### config.mk
export PLATFORM = sky130hd
export DESIGN_NAME = pipe_hazard_ctrl
export DESIGN_NICKNAME = d
export VERILOG_FILES = /design/src/rtl/pipe_hazard_ctrl.sv
export SDC_FILE = /design/constraint.sdc
export NUM_CORES = 1
export LEC_CHECK = 0
export ABC_AREA = 1
export CAP_MARGIN = 5
export CORE_ASPECT_RATIO = 1.25
export CORE_UTILIZATION = 30
export DETAILED_ROUTE_END_ITERATION = 7
export PLACE_DENSITY = 0.83
export RECOVER_POWER = 50
export SETUP_SLACK_MARGIN = 0.3
export SLEW_MARGIN = 10
export SYNTH_ARGS = -nofsm -noshare
export SYNTH_HDL_FRONTEND = slang
export SYNTH_SLANG_ARGS = --single-unit
### constraint.sdc
create_clock -name clk -period 1.1 [get_ports clk]
set_input_delay 0.22 -clock clk [delete_from_list [all_inputs] [get_ports clk]]
set_output_delay 0.22 -clock clk [all_outputs]
set_load 0.03 [all_outputs]
### src/rtl/pipe_hazard_ctrl.sv
// Stall/flush sequencer for the 5-stage pipeline: load-use, branch flush, imem/dmem wait.
// Optional PIPE_CTRL_PERF_EN adds saturating stall/flush counters; outputs are combinational from state + inputs.
module pipe_hazard_ctrl #(
  parameter int LOAD_STALL_CYCLES = 1,
  parameter int CNT_W             = 4
) (
  input  logic        clk,
  input  logic        rst,
  input  logic [4:0]  id_rs,
  input  logic        id_rs_used,
  input  logic [4:0]  id_rt,
  input  logic        id_rt_used,
  input  logic [4:0]  ex_rd,
  input  logic        ex_mem_read,
  input  logic        id_branch_taken,
  input  logic        imem_ready,
  input  logic        mem_access,
  input  logic        dmem_ready,
  output logic        pc_ce,
  output logic        if_id_ce,
  output logic        if_id_flush,
  output logic        id_ex_ce,
  output logic        id_ex_bubble,
  output logic        ex_mem_ce,
  output logic        mem_wb_bubble,
  output logic [1:0]  state,
  output logic [31:0] stall_cnt,
  output logic [31:0] flush_cnt
);

  typedef enum logic [1:0] {
    RUN        = 2'd0,
    LOAD_STALL = 2'd1,
    DMEM_WAIT  = 2'd2,
    IMEM_WAIT  = 2'd3
  } state_e;

  localparam logic [CNT_W-1:0] CNT_INIT = CNT_W'(LOAD_STALL_CYCLES - 1);
  localparam logic [CNT_W-1:0] CNT_ONE  = CNT_W'(1);

  state_e           state_q, state_d, ret_q, ret_d, eval_st;
  logic [CNT_W-1:0] cnt_q, cnt_d;
  logic             hazard, dwait;
  logic             pc_ce_c, if_id_ce_c, if_id_flush_c, id_ex_ce_c;
  logic             id_ex_bubble_c, ex_mem_ce_c, mem_wb_bubble_c, br_flush_c;

  assign hazard = ex_mem_read && (ex_rd != 5'd0) &&
                  ((id_rs_used && (id_rs == ex_rd)) || (id_rt_used && (id_rt == ex_rd)));
  assign dwait  = mem_access && !dmem_ready;
  // Once the data wait clears, the cycle behaves as whatever state it interrupted.
  assign eval_st = (state_q == DMEM_WAIT) ? ret_q : state_q;

  always_comb begin
    state_d         = state_q;
    ret_d           = ret_q;
    cnt_d           = cnt_q;
    pc_ce_c         = 1'b1;
    if_id_ce_c      = 1'b1;
    if_id_flush_c   = 1'b0;
    id_ex_ce_c      = 1'b1;
    id_ex_bubble_c  = 1'b0;
    ex_mem_ce_c     = 1'b1;
    mem_wb_bubble_c = 1'b0;
    br_flush_c      = 1'b0;
    if (dwait) begin
      pc_ce_c         = 1'b0;
      if_id_ce_c      = 1'b0;
      id_ex_ce_c      = 1'b0;
      ex_mem_ce_c     = 1'b0;
      mem_wb_bubble_c = 1'b1;
      if (state_q != DMEM_WAIT) begin
        ret_d   = state_q;
        state_d = DMEM_WAIT;
      end
    end else if (hazard || (eval_st == LOAD_STALL)) begin
      pc_ce_c        = 1'b0;
      if_id_ce_c     = 1'b0;
      id_ex_bubble_c = 1'b1;
      if (eval_st == LOAD_STALL) begin
        if (cnt_q == CNT_ONE) begin
          state_d = RUN;
        end else begin
          state_d = LOAD_STALL;
          cnt_d   = cnt_q - CNT_ONE;
        end
      end else if (LOAD_STALL_CYCLES > 1) begin
        state_d = LOAD_STALL;
        cnt_d   = CNT_INIT;
      end else begin
        state_d = eval_st;
      end
    end else if (id_branch_taken) begin
      if_id_flush_c = 1'b1;
      br_flush_c    = 1'b1;
      state_d       = RUN;
    end else if (!imem_ready) begin
      pc_ce_c       = 1'b0;
      if_id_flush_c = 1'b1;
      state_d       = IMEM_WAIT;
    end else begin
      state_d = RUN;
    end
  end

  always_ff @(posedge clk or posedge rst) begin
    if (rst) begin
      state_q <= RUN;
      ret_q   <= RUN;
      cnt_q   <= '0;
    end else begin
      state_q <= state_d;
      ret_q   <= ret_d;
      cnt_q   <= cnt_d;
    end
  end

  assign pc_ce         = pc_ce_c & ~rst;
  assign if_id_ce      = if_id_ce_c & ~rst;
  assign if_id_flush   = if_id_flush_c & ~rst;
  assign id_ex_ce      = id_ex_ce_c & ~rst;
  assign id_ex_bubble  = id_ex_bubble_c & ~rst;
  assign ex_mem_ce     = ex_mem_ce_c & ~rst;
  assign mem_wb_bubble = mem_wb_bubble_c & ~rst;
  assign state         = state_q;

`ifdef PIPE_CTRL_PERF_EN
  logic [31:0] stall_cnt_q, flush_cnt_q;

  always_ff @(posedge clk or posedge rst) begin
    if (rst) begin
      stall_cnt_q <= '0;
      flush_cnt_q <= '0;
    end else begin
      if (!pc_ce_c && (stall_cnt_q != 32'hFFFF_FFFF)) stall_cnt_q <= stall_cnt_q + 32'd1;
      if (br_flush_c && (flush_cnt_q != 32'hFFFF_FFFF)) flush_cnt_q <= flush_cnt_q + 32'd1;
    end
  end

  assign stall_cnt = stall_cnt_q;
  assign flush_cnt = flush_cnt_q;
`else
  assign stall_cnt = 32'h0;
  assign flush_cnt = 32'h0;
`endif

endmodule
==> flow_summary.json <==
{
  "status": "finished with violations",
  "violations": "setup timing",
  "place_area_um2": 1510,
  "die_h_um": 72.6,
  "synth_seq_area_share_pct": 16.7,
  "critical-path-max-stage-delay_ps": 410,
  "fillers": 381,
  "path_buf_inv": 4,
  "die_x_um": 58.5,
  "fin_ws_ps": -548,
  "wl_met2_mm": 1.35,
  "drc": 0,
  "io_pins": 97,
  "core_area_um2": 3820,
  "synth_top_family_by_area": "buffers and inverters",
  "r2r_slack_ps": -320,
  "antenna_cells": 0,
  "synth_area_um2": 1200,
  "cp_top_family": "flip-flops",
  "cts_tree": "built",
  "place_congestion": 0.771,
  "num_vias": 1061,
  "yosysTopAreaCell": "buf_4",
  "nets": 270,
  "seq_area_um2": 203,
  "crit_chain": "inv_2, a21oi_4, nor2_2, inv_2, nand2_4, inv_4, nand2_4, nor2_4, buf_6",
  "synth_xor_area_share_pct": 2.19,
  "rows": 25,
  "yosys.area_share.adder_pct": 2.09,
  "synth-simple-area-share_pct": 25.3,
  "grt_first_pass_wirelength_mm": 3.45,
  "cts_max_level": 1,
  "drtAntennaViolNets": 0,
  "powerDensity_nw_per_um2": 1850,
  "hpwl_mm": 1.88,
  "syn_area_per_cell_um2": 6.65,
  "grt_max_degree": 9,
  "path_clk_slew_ps": 50,
  "finalSetupViolCount": 12,
  "wl_per_cell_um": 7.87,
  "io_buffers": 32,
  "endpoint_kind": "output pin",
  "clock_latency_ps": 240,
  "vias_per_cell": 3.57,
  "root_buffer": "clkbuf_8",
  "rsz0062_at_grt": "true",
  "arrival_ps": 1430,
  "numCtsBuffers": 3,
  "synth_area_leaders": "buf_4, dfrtp_1, nand2_1",
  "area_delta_synth_final_pct": 45.4,
  "clock_skew_ps": 9.03,
  "cp_slowest_cell": "dfrtp_2",
  "r2r-start": "state[1]$_DFFE_PP0P_",
  "drive_gt1_share_pct": 35.4,
  "cap_violations": 0,
  "critPathRequiredTime_ps": 880,
  "initial_utilization_pct": 31.4,
  "grt_pass1_vias": 867,
  "synth_cells": 180,
  "cp_max_fo": 4,
  "drt-pass1-iter-count": 4,
  "cts_sinks": 8,
  "leakagePower_uw": 0.000998,
  "multi_input_area_um2": 747,
  "finish.instance_area_um2": 1740,
  "synth_compound_area_share_pct": 4.18,
  "fin_crit_ps": 1650,
  "clock_path_buffers": 2,
  "fin_tns_setup_ps": -4160,
  "rr_worst_depth": 8,
  "max_freq_ghz": 0.607,
  "hold_viol": 0,
  "wl_met1_um": 774,
  "r2r-end": "cnt_q[3]$_DFFE_PP0P_",
  "synth.top_cell.area_share_pct": 40.8,
  "met3_length_um": 154,
  "gr-total-overflow": 0,
  "critPathKind": "reg -> out",
  "drt_iter0_markers": 26,
  "highest_layer": "met4",
  "fin_crit_sh_pct": 150,
  "hold_class": "in -> async",
  "yosys_warnings": 0,
  "dieArea_um2": 4250,
  "synth_cell_types": 23,
  "ir_drop_v": 0.000855,
  "routed_wl_mm": 2.34,
  "synthMuxAreaShare_pct": 0,
  "synth-seq-cells": 8,
  "antenna_found_initial": 0,
  "startpoint_type": "flip-flop",
  "drv_slew": 0,
  "grt.total_usage_pct": 10.7
}
## worst min-delay path: cells and delay by family
family | cells | cell delay [ps]
buffers and inverters | 3 | 520
## logic make-up (layout without fill, tap and decap cells)
logic type,Yosys count,after routing
compound gates,8,8
xor+xnor,3,3
fa+ha+maj,2,2
buf+inv,92,92
flops,8,8
other cells,1,64
simple gates,66,66
## registers in the layout, summed over array words and instances (netlist names)
name / cells
cnt_q: 4
state: 2
ret_q: 2
## report_power, final
| part | switching [uW] | internal, uW | total [uW] | leakage (uW) |
|---|---|---|---|---|
| combinational | 1230 | 1050 | 2280 | 0.000880 |
| sequential | 124 | 440 | 564 | 0.0000951 |
| clock | 129 | 252 | 382 | 0.0000228 |
| total | 1480 | 1740 | 3230 | 0.000998 |
## Yosys cell counts
| library cell | count |
|---|---|
| a21oi_1 | 2 |
| a21oi_2 | 2 |
| a22oi_1 | 1 |
| buf_4 | 65 |
| conb_1 | 1 |
| dfrtp_1 | 8 |
| ha_1 | 2 |
| inv_1 | 21 |
| inv_2 | 6 |
| nand2_1 | 34 |
| nand2_2 | 4 |
| nand2_4 | 1 |
| nand3_1 | 4 |
| nand3_2 | 1 |
| nand4_1 | 1 |
| nor2_1 | 15 |
| nor2_2 | 4 |
| nor2_4 | 1 |
| nor3_2 | 1 |
| o21ai_0 | 1 |
| o21ai_1 | 2 |
| xnor2_1 | 2 |
| xor2_1 | 1 |
## cell type report
type | count | share of cell area, %
clock buffer | 4 | 2.59
inverter | 27 | 6.69
timing repair buffer | 61 | 32.3
tap | 54 | 3.88
sequential | 8 | 11.6
multi-input combinational | 143 | 42.9
## metrics by stage
step,hold WS [ps],worst slack [ps],power (uW),utilization (%),instances
2_1_floorplan,35.5,-337,1840,-,243
4_1_cts,119,-542,3010,43.8,294
6_report,113,-548,3230,45.6,297
3_5_place_dp,472,-794,2290,39.5,281
3_3_place_gp,464,-792,2230,39.5,281
5_1_grt,158,-612,3420,45.6,297
## metal layers
metal  global-route usage [%]  vias up
li1                         -      529
met1                     10.9      466
met2                     20.6       59
met3                     1.77        7
met4                     5.29        0
met5                        0        -
## worst max-delay path by stage
stage	start	end	slack (ps)	cells after the start
2_1_floorplan	state[0]$_DFFE_PP0P_	id_ex_bubble	-340	7
5_1_grt	state[0]$_DFFE_PP0P_	if_id_flush	-610	9
6_report	state[0]$_DFFE_PP0P_	if_id_flush	-550	9
4_1_cts	state[1]$_DFFE_PP0P_	id_ex_bubble	-540	8
3_3_place_gp	ex_rd[3]	if_id_ce	-790	13
3_5_place_dp	ex_rd[3]	if_id_ce	-790	13
## cells in the final DEF (no fill, tap or decap), types with 2 or more instances in the layout
cell / count
clkbuf_2: 3
inv_2: 11
buf_4: 16
nand3_2: 2
clkbuf_8: 3
nand2_4: 3
nand2_2: 2
nor2_2: 4
dlygate4sd2_1: 12
nor2_4: 6
clkdlybuf4s15_1: 2
o21ai_2: 2
buf_6: 22
inv_1: 14
a21oi_4: 2
dfrtp_1: 6
clkbuf_1: 2
xnor2_1: 2
nor2_1: 10
dfrtp_2: 2
ha_1: 2
nand2_1: 34
nand3_1: 2
clkdlybuf4s50_1: 3
conb_1: 64
## timing repair
action                     in CTS  in global routing
buffers inserted                9                  3
gates cloned                    0                  0
gates resized for setup        54                 20
pin swaps                      19                 10
setup endpoints to repair      17                 17
hold buffers                    0                  0
No activity file was read; power rests on OpenSTA's default activity.
